## config.mk

```make
export PLATFORM = sky130hd
export DESIGN_NAME = canvas_buffer
export DESIGN_NICKNAME = d
export VERILOG_FILES = /design/src/rtl/canvas_buffer.sv
export SDC_FILE = /design/constraint.sdc
export NUM_CORES = 2
export LEC_CHECK = 0
export CORE_AREA = 2 2 451 453
export DETAILED_ROUTE_END_ITERATION = 12
export DIE_AREA = 0 0 453 455
export PLACE_DENSITY_LB_ADDON = 0.1
export RECOVER_POWER = 50
export SYNTH_ARGS = -nofsm -noshare
export SYNTH_HDL_FRONTEND = slang
export SYNTH_SLANG_ARGS = --single-unit
```

## constraint.sdc

```tcl
create_clock -name clk -period 3.5 [get_ports clk]
set_input_delay 0.35 -clock clk [delete_from_list [all_inputs] [get_ports clk]]
set_output_delay 0.35 -clock clk [all_outputs]
set_load 0.01 [all_outputs]
```

## src/rtl/canvas_buffer.sv

```systemverilog
// 32x32 one-bit drawing canvas. It has a registered VGA read port, a row-streaming
// dump port with a valid/ready handshake, bounding-box extraction over the dumped
// rows, and an optional one-cycle clear request after each completed dump.
module canvas_buffer #(
   parameter int unsigned CLEAR_AFTER_DUMP = 1
) (
   input  logic        clk,
   input  logic        rst,
   input  logic        wr_en,
   input  logic [9:0]  wr_addr,
   input  logic        wr_data,
   input  logic [9:0]  vga_addr,
   output logic        vga_pixel,
   input  logic        dump_req,
   output logic        row_valid,
   input  logic        row_ready,
   output logic [31:0] row_data,
   output logic [4:0]  row_idx,
   output logic        busy,
   output logic        dump_done,
   output logic        bbox_empty,
   output logic [4:0]  bbox_row_min,
   output logic [4:0]  bbox_row_max,
   output logic [4:0]  bbox_col_min,
   output logic [4:0]  bbox_col_max,
   output logic        ready_to_clear_canvas
);

   typedef enum logic [1:0] {StIdle, StDump, StDone, StClear} state_e;

   state_e      state_q, state_d;
   logic [31:0] canvas_q [32];
   logic [31:0] canvas_d [32];
   logic        vga_pixel_q, vga_pixel_d;
   logic        row_valid_q, row_valid_d;
   logic [31:0] row_data_q, row_data_d;
   logic [4:0]  row_idx_q, row_idx_d;

   // Bounding-box accumulators, valid only while a dump is in flight
   logic        acc_any_q, acc_any_d;
   logic [4:0]  acc_row_min_q, acc_row_min_d;
   logic [4:0]  acc_row_max_q, acc_row_max_d;
   logic [31:0] acc_col_or_q, acc_col_or_d;

   logic        bbox_empty_q, bbox_empty_d;
   logic [4:0]  bbox_row_min_q, bbox_row_min_d;
   logic [4:0]  bbox_row_max_q, bbox_row_max_d;
   logic [4:0]  bbox_col_min_q, bbox_col_min_d;
   logic [4:0]  bbox_col_max_q, bbox_col_max_d;

   logic [4:0]  row_next;
   logic        fold_nz;
   logic        fold_any;
   logic [4:0]  fold_row_min;
   logic [4:0]  fold_row_max;
   logic [31:0] fold_col_or;
   logic [4:0]  fold_col_lo;
   logic [4:0]  fold_col_hi;

   // Canvas write port; writes land in every FSM state
   always_comb begin
      for (int r = 0; r < 32; r++) begin
         canvas_d[r] = canvas_q[r];
      end
      if (wr_en) begin
         canvas_d[wr_addr[9:5]][wr_addr[4:0]] = wr_data;
      end
   end

   // VGA read samples the pre-write canvas, so same-address read/write returns old data
   always_comb begin
      vga_pixel_d = canvas_q[vga_addr[9:5]][vga_addr[4:0]];
   end

   // Presented row folded into the running bounding box
   always_comb begin
      row_next     = row_idx_q + 5'd1;
      fold_nz      = (row_data_q != 32'd0);
      fold_any     = acc_any_q | fold_nz;
      fold_row_min = acc_any_q ? acc_row_min_q : row_idx_q;
      fold_row_max = fold_nz ? row_idx_q : acc_row_max_q;
      fold_col_or  = acc_col_or_q | row_data_q;
      fold_col_lo  = 5'd0;
      fold_col_hi  = 5'd0;
      for (int i = 31; i >= 0; i--) begin
         if (fold_col_or[i]) fold_col_lo = 5'(i);
      end
      for (int i = 0; i < 32; i++) begin
         if (fold_col_or[i]) fold_col_hi = 5'(i);
      end
   end

   // Dump FSM: next state, row streaming and bbox latching
   always_comb begin
      state_d        = state_q;
      row_valid_d    = row_valid_q;
      row_data_d     = row_data_q;
      row_idx_d      = row_idx_q;
      acc_any_d      = acc_any_q;
      acc_row_min_d  = acc_row_min_q;
      acc_row_max_d  = acc_row_max_q;
      acc_col_or_d   = acc_col_or_q;
      bbox_empty_d   = bbox_empty_q;
      bbox_row_min_d = bbox_row_min_q;
      bbox_row_max_d = bbox_row_max_q;
      bbox_col_min_d = bbox_col_min_q;
      bbox_col_max_d = bbox_col_max_q;
      case (state_q)
         StIdle: begin
            if (dump_req) begin
               row_data_d    = canvas_q[0];
               row_idx_d     = 5'd0;
               row_valid_d   = 1'b1;
               acc_any_d     = 1'b0;
               acc_row_min_d = 5'd0;
               acc_row_max_d = 5'd0;
               acc_col_or_d  = 32'd0;
               state_d       = StDump;
            end
         end
         StDump: begin
            if (row_valid_q && row_ready) begin
               acc_any_d     = fold_any;
               acc_row_min_d = fold_row_min;
               acc_row_max_d = fold_row_max;
               acc_col_or_d  = fold_col_or;
               if (row_idx_q != 5'd31) begin
                  row_idx_d  = row_next;
                  row_data_d = canvas_q[row_next];
               end else begin
                  row_valid_d = 1'b0;
                  state_d     = StDone;
                  // Latched on entry so the box is already stable while dump_done is high
                  bbox_empty_d   = ~fold_any;
                  bbox_row_min_d = fold_any ? fold_row_min : 5'd0;
                  bbox_row_max_d = fold_any ? fold_row_max : 5'd0;
                  bbox_col_min_d = fold_any ? fold_col_lo : 5'd0;
                  bbox_col_max_d = fold_any ? fold_col_hi : 5'd0;
               end
            end
         end
         StDone: begin
            state_d = (CLEAR_AFTER_DUMP != 0) ? StClear : StIdle;
         end
         StClear: begin
            state_d = StIdle;
         end
         default: begin
            state_d = StIdle;
         end
      endcase
   end

   // State registers with synchronous active-high reset
   always_ff @(posedge clk) begin
      if (rst) begin
         state_q        <= StIdle;
         for (int r = 0; r < 32; r++) begin
            canvas_q[r] <= 32'd0;
         end
         vga_pixel_q    <= 1'b0;
         row_valid_q    <= 1'b0;
         row_data_q     <= 32'd0;
         row_idx_q      <= 5'd0;
         acc_any_q      <= 1'b0;
         acc_row_min_q  <= 5'd0;
         acc_row_max_q  <= 5'd0;
         acc_col_or_q   <= 32'd0;
         bbox_empty_q   <= 1'b1;
         bbox_row_min_q <= 5'd0;
         bbox_row_max_q <= 5'd0;
         bbox_col_min_q <= 5'd0;
         bbox_col_max_q <= 5'd0;
      end else begin
         state_q        <= state_d;
         for (int r = 0; r < 32; r++) begin
            canvas_q[r] <= canvas_d[r];
         end
         vga_pixel_q    <= vga_pixel_d;
         row_valid_q    <= row_valid_d;
         row_data_q     <= row_data_d;
         row_idx_q      <= row_idx_d;
         acc_any_q      <= acc_any_d;
         acc_row_min_q  <= acc_row_min_d;
         acc_row_max_q  <= acc_row_max_d;
         acc_col_or_q   <= acc_col_or_d;
         bbox_empty_q   <= bbox_empty_d;
         bbox_row_min_q <= bbox_row_min_d;
         bbox_row_max_q <= bbox_row_max_d;
         bbox_col_min_q <= bbox_col_min_d;
         bbox_col_max_q <= bbox_col_max_d;
      end
   end

   // Outputs
   always_comb begin
      vga_pixel             = vga_pixel_q;
      row_valid             = row_valid_q;
      row_data              = row_data_q;
      row_idx               = row_idx_q;
      busy                  = (state_q != StIdle);
      dump_done             = (state_q == StDone);
      ready_to_clear_canvas = (state_q == StClear);
      bbox_empty            = bbox_empty_q;
      bbox_row_min          = bbox_row_min_q;
      bbox_row_max          = bbox_row_max_q;
      bbox_col_min          = bbox_col_min_q;
      bbox_col_max          = bbox_col_max_q;
   end

endmodule

```

Yosys cells after proc, flatten, opt, wreduce, memory -nomap -nowiden
Memory sizes are Yosys's and may differ from the RTL's. Cells that the tools add are included.

Shifts and indexed selects: 0. $add $sub $neg: 1. Reduce and logical (&&, ||, !) cells: 12. Magnitude comparators: 5. Bitwise operators: 37. Div/mod/pow operators: 0. Multipliers: 0. Muxes and demuxes: 138. Equal/unequal tests: 8.

Operators with widths (number): $mux 32 (38); $bwmux 1024 (1); $mux 1024 (1); $mux 5 (73); $demux 32 s5 (1); $pmux 32 s2 (2); $or 1x1->1 (33); $or 32x32->32 (1); $reduce_bool 32->1 (1); $pmux 5 s2 (3); $lt 5x6->1 const B (2); $mux 1 (11); $reduce_and 3->1 (3); $ne 2x2->1 const B (4); $pmux 2 s4 (1); $reduce_and 4->1 (2); $ge 6x6->1 const B (1); $lt 6x1->1 const B (1); $mux 2 (3); $not 5->6 (1); $add 5x1->5 const B (1); $bmux 1 s5 (1); $demux 1 s5 (1); $ge 5x1->1 const B (1); other kinds (8) (14).

Memories kept: 1. Bits in latches: 0. Memory bits (read-only): 0. Logic and storage cells: 216. Memory bits (writable): 1024. Flip-flop bits (word level): 105.

Memory list: canvas_q (words 32, width 32, read ports 34, clocked after memory_dff 0, wr ports 32, RTL line 32) `logic [31:0] canvas_q [32];`.

Longest topological paths before layout
Depth in word-level cells: 34. Depth in mapped cells: 14. Depth with buffers taken out: 9.

Least setup slack after synthesis
Ideal clock, no wire load.

Kind: register to register. Start point: register row_idx_q[0] (netlist: row_idx[0]). End point: register row_data_q[31] (netlist: row_data[31]). Arrival time: 2.635 ns. Setup slack: 0.738 ns. Path buffers: 4. Clock period less this slack: 2.762 ns. Cell stages (with the launch flop): 11. Cell sequence: dfxtp_1 > buf_2 > buf_2 > clkbuf_1 > buf_2 > mux4_2 > mux4_2 > mux2i_1 > a211oi_1 > a21oi_1 > nor2_1.

Longest elaborated chain between the ends: 5.

RTL lines: from (decl) (RTL line 37) `logic [4:0] row_idx_q, row_idx_d;`; from (signal assigned) (RTL line 182) `row_idx_q <= row_idx_d;`; $add 5x1->5 (RTL line 77) `row_next = row_idx_q + 5'd1;`; $mem_v2 32x32; $mux 32 (RTL line 127) `if (row_idx_q != 5'd31) begin`; $mux 32 (RTL line 122) `if (row_valid_q && row_ready) begin`; $pmux 32 s2 (RTL line 108) `case (state_q)`; to (signal assigned) (RTL line 181) `row_data_q <= row_data_d;`; to (decl) (RTL line 36) `logic [31:0] row_data_q, row_data_d;`.

Several ways; a longest one is shown, not always the timed one. The select of a mux whose other input is x is not followed. A chain may end at the register's enable or synchronous reset.

==> flow_summary.yaml <==
grt:
  grt_first_pass_wirelength_um: 451000
  via_count_of_the_first_global_routing_pass: 54572
  antenna_found_initial: 43
  grt_max_degree: 118
  globalRouteOverflowTotal: 0
  globalRouteTotalUtil: 0.308
drt:
  detail_routed_net_length_per_standard_cell_um: 35.5
  detailedRoute.firstPassIterationCount: 7
  drt_iter0_drc: 8032
  ant_nets: 0
  routed-via-count: 58931
  totalWireLength_um: 327000
  drt_drc_violations_left: 0
  vias_per_cell: 6.39
logic_synthesis:
  count_of_different_cell_masters_after_synthesis: 60
  postSynthNetCount: 6576
  portion_of_the_post_synthesis_area_used_by_sequential_elements: 0.376
  synth_top_cells_by_area: "dfxtp_1, mux4_2, a21oi_1"
  yosys_most_used_dff: "dfxtp_1"
  synth_edf_count: 0
  post_synth_inst_count: 6544
  synthDominantAreaCellType: "dfxtp_1"
  synth.ff_latch_count: 1129
  postSynth.asyncResetShare: 0
  synth-warning-count: 0
  avgSynthCellArea_um2: 9.19
  post_synth_instance_area_um2: 60100
  synth_largest_type_area_fraction: 0.376
floorplan:
  ios: 89
  die_area_um2: 206000
  floorplan.die.width_um: 453
  core_um2: 201000
  initial_standard_cell_utilization_of_the_core: 0.299
  floorplan.rows: 165
  die-height_um: 455
critical_path:
  timing.critical_path.from_type: "primary input"
  timing_worst_setup_path_type: "primary input to flip-flop"
  r2r.worst_path.cells: 9
  timing.critical_path.to_type: "flip-flop"
  cp.required_ns: 4.24
  crit_arrival_ns: 4.27
  cp_max_fo: 16
worst_hold_path:
  worstHoldPathType: "primary input to flip-flop"
  hold_path_depth: 3
power:
  p_per_area_nw_per_um2: 523
  cellLeakagePower_nw: 21.8
  post-layout-total-power_w: 0.0371
  irDropWorstVdd_uv: 357
cts:
  cts_tree: "built"
  cts_sinks: 1129
  count_of_hold_buffers_inserted_by_post_cts_repair: 0
  clkSlewWorstSetupHoldPaths_ns: 0.06
  resized_gates_after_cts: 0
  clock_latency_ns: 0.83
  num_cts_buffers: 140
  cts_root_buffer: "clkbuf_16"
  clock_tree.htree_level_count: 4
  cts.repair_timing.setup_buffer_count: 0
  clock_tree.buffer_depth: 3
run_status:
  outcome: "finished with violations"
  violations: "capacitance limit, slew limit, setup timing"
sta:
  total_count_of_max_transition_violations_in_the_final_report: 435
  clock-skew-final_ns: 0.0374
  timing.final.crit_period_ns: 3.53
  maxSlewHeadroom: -0.772
  setup_violations_final: 10
  worstMarginPinSlew_ns: 2.66
  hold-worst-slack_ns: 0.0661
  final_min_period_over_clock_period: 1.01
  worst_slack_ns: -0.0316
  finalHoldViolCount: 0
  grt_setup_unrepaired: "false"
  fmax_mhz: 283
placed_design:
  placement.cell_area_um2: 66700
  dpl_ws_ns: -0.464
  numPortBuffers: 88
  post-dp-hpwl_um: 198000
  gp_routability_congestion: 0.885
layout:
  drive_above_1_share: 0.211
  synthToLayoutAreaGrowth_pct: 18.0
  layout.nets: 6456
  final_design_area_no_fill_um2: 71000
job:
  max_cap_violations: 24
-- through the flow --
| stage | util | std cells | TNS, ns |
|---|---|---|---|
| 2_1_floorplan | - | 6544 | 0 |
| 3_3_place_gp | 0.331 | 8954 | -0.358 |
| 3_5_place_dp | 0.331 | 8954 | -0.464 |
| 4_1_cts | 0.355 | 9207 | 0 |
| 5_1_grt | 0.352 | 9211 | 0 |
| 6_report | 0.353 | 9224 | -0.158 |
-- synth_stat cells (all sizes together), types with 5 or more instances --
| cell | instances |
|---|---|
| nor2 | 241 |
| nor3b | 5 |
| nand4 | 7 |
| nor3 | 7 |
| buf | 114 |
| mux4 | 576 |
| o22ai | 5 |
| or2 | 7 |
| clkbuf | 720 |
| mux2i | 79 |
| o21ai | 1081 |
| o31ai | 12 |
| ha | 6 |
| a221oi | 17 |
| a21oi | 1092 |
| nand3 | 1038 |
| a211oi | 44 |
| o221ai | 25 |
| inv | 6 |
| a311oi | 7 |
| and3 | 5 |
| nor4 | 17 |
| dfxtp | 1129 |
| and2 | 8 |
| nor2b | 8 |
| a22oi | 52 |
| nand2b | 8 |
| o22a | 16 |
| nand2 | 123 |
| nand3b | 8 |
| mux2 | 39 |
-- critical path, stage by stage --
cell	delay, ns
dlygate4sd3_1	0.79
or3_1	0.60
nor2_1	0.18
clkbuf_1	1.91
nand3_1	0.19
a21oi_1	0.22
-- state kept, by name (all words and copies together), names as in the netlist --
| signal | flops |
|---|---|
| canvas_q | 1024 |
| acc_col_or_q | 32 |
| row_data | 32 |
| acc_row_max_q | 5 |
| acc_row_min_q | 5 |
| bbox_col_max | 5 |
| bbox_col_min | 5 |
| bbox_row_max | 5 |
| bbox_row_min | 5 |
| row_idx | 5 |
| state_q | 2 |
| acc_any_q | 1 |
| bbox_empty | 1 |
| row_valid | 1 |
| vga_pixel | 1 |
-- path summary, 6_finish.rpt --
| path | startpoint | endpoint | slack (ns) |
|---|---|---|---|
| worst min-delay path | wr_data | canvas_q[15][25] | 0.07 |
| worst min register to register | bbox_col_max[2] | bbox_col_max[2] | 0.45 |
| worst max register to register | canvas_q[26][15] | vga_pixel | 0.22 |
| worst max-delay path | wr_addr[9] | canvas_q[2][1] | -0.03 |
-- where the power goes --
part / leakage (nW) / switching [W] / internal [W]
clock network: 2.34 / 0.00646 / 0.00902
logic: 10.3 / 0.00564 / 0.00274
registers: 9.09 / 0.000247 / 0.0130
-- final cells by class --
class	count	area, um2
Antenna cell	17	42.5
Clock buffer	209	4170
Clock inverter	44	596
Fill cell	20358	130000
Inverter	6	22.5
Multi-Input combinational cell	4575	34500
Sequential cell	1129	22600
Tap cell	2672	3340
Timing Repair Buffer	572	5710
-- logic make-up after synthesis --
| kind of cell | after synthesis | share of synthesized area |
|---|---|---|
| compound gates | 2378 | 0.208 |
| xor+xnor | 2 | 0.000291 |
| fa+ha+maj | 6 | 0.00125 |
| buf+inv | 840 | 0.0576 |
| flops | 1129 | 0.376 |
| mux | 694 | 0.237 |
| simple gates | 1495 | 0.119 |
-- cell usage in the layout, fill, tap and decap left out, types with 91 or more instances in the layout --
cell       count
dfxtp_1     1128
a21oi_1     1092
o21ai_0     1081
nand3_1     1038
mux4_2       555
buf_4        320
nor2_1       190
clkbuf_16    144
buf_12       109
nand2_1       91
-- layer usage --
layer	vias to the layer above	track usage	wire length, um
li1	24551	-	-
met1	30029	0.398	128000
met2	3522	0.478	147000
met3	819	0.0740	32400
met4	10	0.159	19000
met5	-	0	75
Note: power is estimated with default switching activity, not from simulation.
